==> src/rtl/alu_seq.sv <==
// alu_seq: registered, handshaked ALU with an iterative shift-add multiplier.
//
// Accepts one operation at a time on a valid/ready input handshake. It presents
// the registered result on a valid/ready output handshake. Single-cycle
// operations deliver one cycle after accept. MUL iterates for WIDTH cycles in
// the BUSY state before delivering.
//
// Ports:
//   clk, rst        rising-edge clock, synchronous active-high reset
//   enable          gates acceptance of new operations only
//   in_valid        operand/opcode presented
//   in_ready        block can accept this cycle
//   opcode, A, B    operation select and operands, captured at accept
//   out_valid       result valid (HOLD state)
//   out_ready       consumer takes result
//   out             registered result
//   carry_flag      carry / borrow / nonzero high half of product
//   busy            multiply in progress
//   zero_flag, neg_flag, ovf_flag
//                   registered status flags, present only when the
//                   macro ALU_FLAGS_EN is defined
//
// Opcodes: 000 ADD, 001 SUB, 010 AND, 011 OR, 100 XOR, 101 PASSA, 110 SHL, 111 MUL.

module alu_seq #(
  parameter int WIDTH = 8
) (
  input  logic             clk,
  input  logic             rst,
  input  logic             enable,
  input  logic             in_valid,
  output logic             in_ready,
  input  logic [2:0]       opcode,
  input  logic [WIDTH-1:0] A,
  input  logic [WIDTH-1:0] B,
  output logic             out_valid,
  input  logic             out_ready,
  output logic [WIDTH-1:0] out,
  output logic             carry_flag,
  output logic             busy
`ifdef ALU_FLAGS_EN
  ,
  output logic             zero_flag,
  output logic             neg_flag,
  output logic             ovf_flag
`endif
);

  localparam int CW = (WIDTH > 2) ? $clog2(WIDTH) : 1;
  localparam logic [CW-1:0] LAST_COUNT = CW'(WIDTH - 1);

  localparam logic [2:0] OP_ADD   = 3'b000;
  localparam logic [2:0] OP_SUB   = 3'b001;
  localparam logic [2:0] OP_AND   = 3'b010;
  localparam logic [2:0] OP_OR    = 3'b011;
  localparam logic [2:0] OP_XOR   = 3'b100;
  localparam logic [2:0] OP_PASSA = 3'b101;
  localparam logic [2:0] OP_SHL   = 3'b110;
  localparam logic [2:0] OP_MUL   = 3'b111;

  typedef enum logic [1:0] {IDLE, BUSY, HOLD} state_t;

  state_t             state, state_next;
  logic               accept, is_mul, load_single, last_step;
  logic [2*WIDTH-1:0] mcand, acc, acc_next;
  logic [WIDTH-1:0]   mplier;
  logic [CW-1:0]      count;
  logic [WIDTH:0]     sum, diff;
  logic [WIDTH-1:0]   alu_out, res_out;
  logic               alu_carry, res_carry;

  // A new operation may enter from IDLE, or from HOLD in the same cycle
  // that the held result is taken.
  assign in_ready    = enable && !rst &&
                       (state == IDLE || (state == HOLD && out_ready));
  assign accept      = in_valid && in_ready;
  assign is_mul      = (opcode == OP_MUL);
  assign load_single = accept && !is_mul;
  assign last_step   = (state == BUSY) && (count == LAST_COUNT);
  assign out_valid   = (state == HOLD);
  assign busy        = (state == BUSY);

  // One shift-add step: add the shifted multiplicand when the current
  // multiplier LSB is set.
  assign acc_next = acc + (mplier[0] ? mcand : '0);

  // The result register loads from the ALU on a single-cycle accept, or from
  // the final multiply step.
  assign res_out   = load_single ? alu_out : acc_next[WIDTH-1:0];
  assign res_carry = load_single ? alu_carry : (|acc_next[2*WIDTH-1:WIDTH]);

  // Single-cycle ALU operations.
  always_comb begin
    sum       = {1'b0, A} + {1'b0, B};
    diff      = {1'b0, A} - {1'b0, B};
    alu_out   = '0;
    alu_carry = 1'b0;
    case (opcode)
      OP_ADD:   begin alu_out = sum[WIDTH-1:0];  alu_carry = sum[WIDTH];  end
      OP_SUB:   begin alu_out = diff[WIDTH-1:0]; alu_carry = diff[WIDTH]; end
      OP_AND:   alu_out = A & B;
      OP_OR:    alu_out = A | B;
      OP_XOR:   alu_out = A ^ B;
      OP_PASSA: alu_out = A;
      OP_SHL:   begin alu_out = {A[WIDTH-2:0], 1'b0}; alu_carry = A[WIDTH-1]; end
      default:  ;
    endcase
  end

`ifdef ALU_FLAGS_EN
  logic alu_ovf;

  // Signed overflow: the result sign disagrees with the sign the operands imply.
  always_comb begin
    alu_ovf = 1'b0;
    if (opcode == OP_ADD)
      alu_ovf = (A[WIDTH-1] == B[WIDTH-1]) && (sum[WIDTH-1] != A[WIDTH-1]);
    else if (opcode == OP_SUB)
      alu_ovf = (A[WIDTH-1] != B[WIDTH-1]) && (diff[WIDTH-1] != A[WIDTH-1]);
  end
`endif

  // Next-state logic.
  always_comb begin
    state_next = state;
    case (state)
      IDLE: if (accept) state_next = is_mul ? BUSY : HOLD;
      BUSY: if (last_step) state_next = HOLD;
      HOLD: begin
        if (accept)         state_next = is_mul ? BUSY : HOLD;
        else if (out_ready) state_next = IDLE;
      end
      default: state_next = IDLE;
    endcase
  end

  always_ff @(posedge clk) begin
    if (rst) state <= IDLE;
    else     state <= state_next;
  end

  // Datapath: multiplier iteration and the result registers.
  always_ff @(posedge clk) begin
    if (rst) begin
      out        <= '0;
      carry_flag <= 1'b0;
      mcand      <= '0;
      mplier     <= '0;
      acc        <= '0;
      count      <= '0;
`ifdef ALU_FLAGS_EN
      zero_flag  <= 1'b0;
      neg_flag   <= 1'b0;
      ovf_flag   <= 1'b0;
`endif
    end else begin
      if (accept && is_mul) begin
        mcand  <= {{WIDTH{1'b0}}, A};
        mplier <= B;
        acc    <= '0;
        count  <= '0;
      end else if (state == BUSY) begin
        acc    <= acc_next;
        mcand  <= mcand << 1;
        mplier <= mplier >> 1;
        count  <= count + 1'b1;
      end

      if (load_single || last_step) begin
        out        <= res_out;
        carry_flag <= res_carry;
`ifdef ALU_FLAGS_EN
        zero_flag  <= (res_out == '0);
        neg_flag   <= res_out[WIDTH-1];
        ovf_flag   <= load_single && alu_ovf;
`endif
      end
    end
  end

endmodule

==> config.mk <==
export PLATFORM = sky130hd
export DESIGN_NAME = alu_seq
export DESIGN_NICKNAME = d
export VERILOG_FILES = /design/src/rtl/alu_seq.sv
export SDC_FILE = /design/constraint.sdc
export NUM_CORES = 1
export LEC_CHECK = 0
export BUFFER_PORTS_ARGS = -buffer_cell sky130_fd_sc_hd__clkbuf_2
export CAP_MARGIN = 20
export CORE_ASPECT_RATIO = 0.75
export CORE_UTILIZATION = 55
export CTS_CLUSTER_DIAMETER = 100
export DETAILED_ROUTE_END_ITERATION = 10
export PLACE_DENSITY = 0.74
export SYNTH_ARGS = -nofsm -noshare
export SYNTH_HDL_FRONTEND = slang
export SYNTH_SLANG_ARGS = --single-unit
==> constraint.sdc <==
create_clock -name clk -period 3.1 [get_ports clk]
set_clock_uncertainty 0.1 [all_clocks]
set_input_delay 0.465 -clock clk [delete_from_list [all_inputs] [get_ports clk]]
set_output_delay 0.465 -clock clk [all_outputs]
set_load 0.005 [all_outputs]
# Word level (Yosys, flattened, before mapping)
# Cells that the tools add are included.
totals:
  ff_bits: 54
  inputBits: 24
  out_inout_bits: 12
  word_cells: 60
classes:
  n_addsub: 4
  n_eq_ne: 13
  muxes: 15
  n_bitwise: 3
  reduce_logical: 17
op_table:
  columns: ["operator", "n"]
  rows:
  - ["one-hot mux 8 bit (7 select lines)", 1]
  - ["two-way mux 8 bit", 5]
  - ["adder 16 bit", 1]
  - ["two-way mux 16 bit", 1]
  - ["== test 3 bit (second input constant)", 5]
  - ["two-way mux 2 bit", 5]
  - ["adder 8 x 8 -> 9 bit", 1]
  - ["subtractor 8 x 8 -> 9 bit", 1]
  - ["AND 8 bit", 1]
  - ["OR 8 bit", 1]
  - ["OR reduction 8 bit", 1]
  - ["XOR 8 bit", 1]
  - ["logical AND 1 bit", 7]
  - ["== test 3 x 2 -> 1 bit (second input constant)", 2]
  - ["one-hot mux 2 bit (3 select lines)", 1]
  - ["adder 3 x 1 -> 3 bit (second input constant)", 1]
  - ["== test 3 x 1 -> 1 bit (second input constant)", 1]
  - ["zero test 3 bit", 1]
  - ["inequality test 3 x 1 -> 1 bit (second input constant)", 1]
  - ["one-hot mux 1 bit (3 select lines)", 1]
  - ["AND reduction 3 bit", 1]
  - ["== test 2 x 1 -> 1 bit (second input constant)", 1]
  - ["== test 2 bit (second input constant)", 1]
  - ["zero test 1 bit", 2]
  - ["7 further kinds", 8]

# Logic depth before layout (Yosys ltp)
# Gate-level depths: netlist of run 1.
logic_depth:
  depth_word: 7
  mapped_depth: 12
  depth_no_buf: 11

# Worst setup path before layout of run 1
# No wires, ideal clock.
synth_timing:
  path_kind: "register to register"
  from: "reg mplier[0]"
  to: "reg carry_flag"
  setup_time_ns: 0.127
  arrival_time_ns: 2.596
  t_required_ns: 2.873
  setup_slack_ns: 0.277
  stages_incl_launch_ff: 13
  n_path_buf: 1
  synth_period_minus_slack_ns: 2.823
  cell_sequence: "dfxtp_1 > clkbuf_1 > and2_1 > ha_1 > fa_1 > a21oi_1 > o22ai_1 > a2111oi_4 > o31ai_2 > a21oi_2 > xnor2_1 > nor4_2 > a31oi_1"
synth_between:
  elab_chain_len: 4
synth_lines:
  columns: ["item", "line_no", "text"]
  rows:
  - ["start: declaration", "66", "logic [WIDTH-1:0] mplier;"]
  - ["start signal: assignment", "165", "mplier <= mplier >> 1;"]
  - ["two-way mux 16 bit", "85", "assign acc_next = acc + (mplier[0] ? mcand : '0);"]
  - ["adder 16 bit", "85", null]
  - ["OR reduction 8 bit", "90", "assign res_carry = load_single ? alu_carry : (|acc_next[2*WIDTH-1:WIDTH]);"]
  - ["two-way mux 1 bit", "90", null]
  - ["end signal: assignment", "171", "carry_flag <= res_carry;"]
  - ["end: declaration", "39", "output logic carry_flag,"]
# No other way between the ends.
# A chain may end at the register's enable or synchronous reset.

# Worst setup path in the final report of run 1
# Same ends and word-level chain as after synthesis.

==> out/results.tsv, run 1 <==
stage	metric	value	unit
run_status	status	completed	
clocking	TritonCTS clock tree	yes	
yosys	largest area contributor in the netlist	dfxtp_1	
floorplan	Die Span Y	77.0	um
timing	Final Max Tran Viols	0	
setup_path	CP Max Fanout	3	
finish	area grow syn2layout	9.23	%
flow_run	Max-cap violations	0	
floorplan	number of cell rows	26	
clocking	clock latency on the worst-skew pair	0.32	ns
setup_path	CP max stage cell	a2111oi_4	
finish	final net count	628	
timing	RSZ-0062 raised after global routing	no	
yosys	Netlist cell types	57	
drt	first-pass iteration count of the detailed router	5	
placed_design	GPL Wtd Cong	0.893	
drt	metal3 WL	906	um
floorplan	Die Area	7840	um^2
yosys	mux contribution to synthesized area	2.70	%
timing	Final Hold Viols	0	
placed_design	Final HPWL DP	7.98	mm
drt	highest routed layer	met4	
yosys	Syn Area/Cell	7.70	um^2
floorplan	Core Footprint	7030	um^2
drt	drt total wl	10.5	mm
grt	initial antenna violation count	0	
yosys	Post-synth EDFFs	0	
finish	area of the multi-input gates	2820	um^2
setup_path	CP Cell Sequence	and2_1, ha_1, fa_2, a21oi_2, o22ai_2, a2111oi_4, o31ai_2, a21oi_2, xnor2_1, nor4_2, a31oi_1	
floorplan	Die X	102	um
timing	Max Clk Rate	351	MHz
yosys	XOR/XNOR Fraction of Synth Area	4.68	%
setup_path	Worst Path Required	3.19	ns
yosys	count leader, synth	nand2_1	
finish	final core occ	64.0	%
finish	layout cells sized above 1	12.9	%
setup_path	CP endpoint kind	flip-flop	
clocking	CTS max path bufs	2	
power	power density over the cells	321	nW/um^2
drt	met2 wire length	4.37	mm
power	VDD IR-drop max	0.216	mV
timing	actual slew at the worst max-slew pin	0.652	ns
timing	min Tclk post-route	2.85	ns
setup_path	cell depth of the worst setup path	11	
yosys	Synth Register Bits	54	
setup_path	Arr. time, crit path	2.94	ns
clocking	number of CTS-inserted buffers	5	
clocking	Clock transition at path regs	0.11	ns
timing	Final period util	91.8	%
drt	initial DRC count	273	
clocking	Clock Sinks	54	
grt	Total Routing Usage GR	28.1	%
drt	wire per inst	16.0	um
yosys	ys async rst share	0	%
grt	GR Overflow Total	0	
clocking	Root Driver	clkbuf_8	
yosys	Syn Nets	605	
yosys	largest family of logic cells by synthesized area	compound AO/OA/AOI/OAI gates	
finish	n_diodes	0	
power	leakage power	1.90	nW
yosys	Synth top area share	26.2	%
min_path	Hold Path Cell Cnt	3	
yosys	synth top area cells	dfxtp_1, ha_1, nand2_1, a21oi_1, xnor2_1	
yosys	Yosys Warn Count	0	
setup_path	Crit path top cell by count	a21oi_2	
timing	Setup Viol. Count Final	0	
grt	first-pass GRT wire length	17.6	mm
yosys	Synth Area in Simple Gates	21.3	%
setup_path	critical path launch point type	flip-flop	
setup_path	CP bufs+invs	0	
yosys	sequential-to-total area share from yosys stat	26.2	%
placed_design	port bufs	35	
timing	setup TNS	0	ns
min_path	Hold Crit Class	in -> reg	
drt	Vias per Instance	5.88	
drt	Metal-1 WL	5.11	mm
yosys	synth cell count leaders	nand2_1, a21oi_1, dfxtp_1, ha_1, nor2_1	
grt	vias in the first global route	3548	
setup_path	Setup CP Type	reg -> reg	
drt	DR DRC count	0	
yosys	Synth Flop Type	dfxtp_1	
drt	routed vias	3857	
floorplan	Initial Utilization	58.6	%
finish	FILL cells	622	
yosys	Post-Synth Adder-Cell Area	14.5	%
setup_path	Worst path top cell family by delay	compound AO/OA/AOI/OAI gates	
yosys	Syn Inst Count	535	
setup_path	largest stage delay on the critical path	0.41	ns
clocking	hold_buf cts	0	
grt	largest net degree at the start of global routing	39	
timing	Min Hold Slack	0.358	ns
drt	Detail Route Antenna Nets	0	
setup_path	Worst Reg-to-Reg Cells	11	
timing	Slew HR	56.5	%
finish	Register Area	1080	um^2
clocking	H-tree depth	2	
floorplan	# IOs	36	
yosys	Compound-Gate Fraction of Synth Area	24.8	%
yosys	synthesized area	4120	um^2
-- metrics by stage --
step                cells  total power [mW]  setup slack (ns)  area (um^2)
floorplan             535             0.894             0.277         4120
global placement      648             0.969             0.254         4360
detailed placement    648             0.974            0.0142         4360
CTS                   655              1.45             0.202         4470
global route          656              1.51            0.0316         4500
finish                656              1.45             0.254         4500
-- routing by layer --
metal	GRT usage, %	vias to the layer above
li1	-	1919
met5	0	-
met4	4.00	0
met1	42.5	1793
met3	6.56	10
met2	40.9	135
-- worst paths after layout --
path | startpoint | endpoint | slack [ns]
min reg2reg | count[1] | count[1] | 0.36
max | mplier[0] | carry_flag | 0.25
max reg2reg | mplier[0] | carry_flag | 0.25
min | A[0] | mcand[0] | 0.36
-- cell type report --
cell class,instances,area share [%]
clock inverters,2,0.862
clock buffers,5,1.53
well taps,98,2.72
repair buffers,45,5.56
flip-flops and latches,54,24.0
multi-input cells,421,62.7
inverters,31,2.59
-- power breakdown --
group	switching, mW	internal, mW
sequential	0.00601	0.702
combinational	0.156	0.0993
clock	0.245	0.238
total	0.407	1.04
-- placed cells by master, fill, tap and decap left out, drive strengths merged, types with 6 or more instances in the layout --
cell type / synthesis / routed
a211oi: 7 / 7
a21o: 8 / 8
a21oi: 60 / 60
a22oi: 6 / 6
a311oi: 13 / 13
and2: 18 / 18
buf: 5 / 10
clkbuf: 24 / 40
dfxtp: 54 / 54
ha: 43 / 43
inv: 31 / 31
mux2i: 10 / 10
nand2: 101 / 101
nand2b: 7 / 7
nand3: 12 / 12
nor2: 32 / 32
nor3: 6 / 6
o21ai: 16 / 16
o21bai: 6 / 6
xnor2: 16 / 16
xor2: 6 / 6
-- cell families (layout without fill, tap and decap cells) --
kind of cell,count (synthesis),count (layout)
and+or+nand+nor,193,193
AOI/OAI and AO/OA,149,149
DFF,54,54
muxes,11,11
xor gates and xnor gates,22,22
buffers and inverters,60,83
adders and majority gates,46,46
-- flip-flops by register name, summed over array words and instances (netlist names) --
name,count
state,2
acc,16
count,3
mplier,8
mcand,16
carry_flag,1
out,8
-- worst min-delay path: stages --
cell	delay, ns
clkbuf_2	0.12
nand2_1	0.09
a21oi_1	0.06
-- timing repair --
action,CTS,global route
endpoints found under the setup margin,0,2
resized for setup,0,5
setup buffers,0,1
Power figures use the tool's default switching activity.
==> inputs of run 2 (changes only) <==
Settings changed: CELL_PAD_IN_SITES_DETAIL_PLACEMENT set to 2, CELL_PAD_IN_SITES_GLOBAL_PLACEMENT set to 2, CORE_UTILIZATION 55 to 32, PLACE_DENSITY 0.74 to not set, PLACE_DENSITY_LB_ADDON set to 0.1.
Clock period 3.1 ns to 2.55 ns, I/O delays scaled along.
==> run 2 against run 1 <==
  * The run now ends with negative setup slack left
  * Global-route usage fell by 3.9 points
  * Die area rose by 70%
  * Critical path depth rose by 2
  * Via count rose by 12%
  * Power rose by 35%
  * Critical endpoint unchanged
==> out/results.tsv, run 2 (synthesized netlist as in run 1, its figures left out) <==
stage	metric	value	unit	change
run_status	status	finished with violations		was completed
run_status	failing checks	negative setup slack		
finish	layout cells sized above 1	30.9	%	was 12.9%
grt	largest net degree at the start of global routing	49		was 39
power	Psw	0.575	mW	was 0.407 mW
grt	M1 GR Usage	34.9	%	was 42.5%
clocking	hold_buf cts	0		unchanged
setup_path	CP Cell Sequence	and2_4, ha_4, fa_2, a21oi_4, o22ai_4, buf_4, buf_6, nor2_4, o21ai_2, xor2_1, nor4_1, buf_4, a31oi_1		was and2_1, ha_1, fa_2, a21oi_2, o22ai_2, a2111oi_4, o31ai_2, a21oi_2, xnor2_1, nor4_2, a31oi_1
grt	first-pass GRT wire length	25.0	mm	was 17.6 mm
setup_path	Worst path top cell family by delay	simple AND/OR/NAND/NOR gates		was compound AO/OA/AOI/OAI gates
floorplan	Die Area	13300	um^2	was 7840 um^2
timing	PnR worst setup slack	-0.339	ns	was 0.254 ns
drt	DR DRC count	0		unchanged
timing	Final Max Tran Viols	0		unchanged
power	internal power	1.37	mW	was 1.04 mW
setup_path	Setup CP Type	reg -> reg		unchanged
drt	first-pass iteration count of the detailed router	4		was 5
placed_design	Final HPWL DP	12.1	mm	was 7.98 mm
grt	GR Overflow Total	0		unchanged
clocking	clock latency on the worst-skew pair	0.30	ns	was 0.32 ns
finish	area grow syn2layout	35.3	%	was 9.23%
clocking	Clock transition at path regs	0.07	ns	was 0.11 ns
timing	min Tclk post-route	2.89	ns	was 2.85 ns
floorplan	Initial Utilization	33.1	%	was 58.6%
timing	Final period util	113	%	was 91.8%
finish	commonest non-fill, non-tap cell in the layout	nand2_1		unchanged
finish	final net count	702		was 628
drt	routed vias	4328		was 3857
power	Switching Share	29.6	%	was 28.1%
timing	setup TNS	-1.11	ns	was 0 ns
floorplan	Die Span Y	100	um	was 77.0 um
power	clock network power share	35.7	%	was 33.4%
setup_path	Worst Path Required	2.63	ns	was 3.19 ns
flow_run	Max-cap violations	0		unchanged
setup_path	CP Max Fanout	8		was 3
clocking	Root Driver	clkbuf_16		was clkbuf_8
grt	vias in the first global route	4503		was 3548
timing	Slew HR	58.5	%	was 56.5%
placed_design	port bufs	35		unchanged
finish	n_diodes	0		unchanged
setup_path	CP bufs+invs	3		was 0
setup_path	CP max stage cell	dfxtp_4		was a2111oi_4
power	sequential share of power	44.2	%	was 49.0%
power	leakage power	2.36	nW	was 1.90 nW
grt	GRT Max-Usage Layer	met2		was met1
timing	RSZ-0062 raised after global routing	yes		was no
clocking	number of CTS-inserted buffers	5		unchanged
floorplan	Die X	133	um	was 102 um
clocking	Clock Sinks	54		unchanged
clocking	CTS max path bufs	2		unchanged
timing	Max Clk Rate	346	MHz	was 351 MHz
setup_path	CP endpoint kind	flip-flop		unchanged
setup_path	Arr. time, crit path	2.97	ns	was 2.94 ns
drt	wire per inst	21.6	um	was 16.0 um
grt	initial antenna violation count	0		unchanged
grt	Total Routing Usage GR	24.3	%	was 28.1%
clocking	TritonCTS clock tree	yes		unchanged
drt	initial DRC count	161		was 273
grt	met2 Resource Use GR	39.3	%	was 40.9%
setup_path	Crit path top cell by count	buf_4		was a21oi_2
timing	Final Hold Viols	0		unchanged
setup_path	largest stage delay on the critical path	0.39	ns	was 0.41 ns
placed_design	GPL Wtd Cong	0.869		was 0.893
timing	Min Hold Slack	0.304	ns	was 0.358 ns
floorplan	Core Footprint	12400	um^2	was 7030 um^2
setup_path	critical path launch point type	flip-flop		unchanged
grt	GR Layer Usage met3	2.88	%	was 6.56%
drt	Vias per Instance	5.42		was 5.88
timing	Setup Viol. Count Final	7		was 0
timing	actual slew at the worst max-slew pin	0.623	ns	was 0.652 ns
power	Combinational Power Share	20.1	%	was 17.6%
drt	drt total wl	17.3	mm	was 10.5 mm
finish	final core occ	44.8	%	was 64.0%
floorplan	# IOs	36		unchanged
clocking	H-tree depth	2		unchanged
power	power density over the cells	349	nW/um^2	was 321 nW/um^2
finish	registers with the most flip-flops	acc (16), mcand (16)		unchanged
min_path	Hold Crit Class	in -> reg		unchanged
drt	Detail Route Antenna Nets	0		unchanged
finish	most frequent cells in the layout	nand2_1, buf_4, dfxtp_1, a21oi_1, clkbuf_2		was nand2_1, a21oi_1, dfxtp_1, ha_1, clkbuf_2
floorplan	number of cell rows	35		was 26
power	VDD IR-drop max	0.254	mV	was 0.216 mV
==> run 2: cell count changes in the layout (fill, tap and decap cells not counted), sizes merged <==
cell      delta
clkinvlp     +1
buf         +74
bufinv       -1
clkbuf       +1
clkinv       -1
==> run 2: metrics by stage <==
step / std cells / area, um^2 / setup WS (ns) / power (mW)
after floorplan: 535 / 4160 / -0.00300 / 1.09
after global placement: 783 / 4990 / -0.300 / 1.23
after detailed placement: 783 / 4990 / -0.384 / 1.25
after CTS: 793 / 5250 / -0.204 / 1.95
after global routing: 798 / 5570 / -0.472 / 2.02
final: 798 / 5570 / -0.339 / 1.95
==> run 2: worst register-to-register path, delay by kind of cell, from the launching register on <==
kind | cells | cell delay, ns
simple gates | 3 | 0.64
flops | 1 | 0.39
compound gates | 4 | 0.44
xor+xnor | 1 | 0.20
fa+ha+maj | 2 | 0.55
buf+inv | 3 | 0.45
==> run 2: power by group through the flow <==
stage               sequential, mW  combinational, mW  clock (mW)
CTS                          0.860              0.373       0.712
floorplan                    0.879              0.208           0
detailed placement           0.881              0.369           0
finish                       0.860              0.391       0.695
global placement             0.880              0.353           0
global route                 0.861              0.424       0.737
==> run 2: cell type report <==
type                            instances  area, um^2
Tap cell                              166         208
Clock inverter                          1        7.51
Clock buffer                            6         129
Fill cell                            1388        6860
Inverter                               31         116
Timing Repair Buffer                  119         833
Multi-Input combinational cell        421        3190
Sequential cell                        54        1080
==> run 2: repair_timing <==
item	in CTS	in global routing
gates resized for setup	21	49
setup endpoints to repair	10	10
setup buffers	3	10
pin swaps	4	24
==> run 2: worst paths after layout <==
kind	start	to	cells after the start	slack, ns
setup / recovery	mplier[0]	carry_flag	13	-0.34
hold / removal	out_ready	state[1]	3	0.30
setup reg to reg	mplier[0]	carry_flag	13	-0.34
hold reg to reg	mplier[4]	mplier[4]	2	0.36
==> run 2: per-layer routing <==
layer / wire length [um] / vias to the layer above
li1: - / 2053
met1: 8460 / 2201
met2: 8110 / 54
met3: 434 / 20
met4: 248 / 0
met5: 0 / -
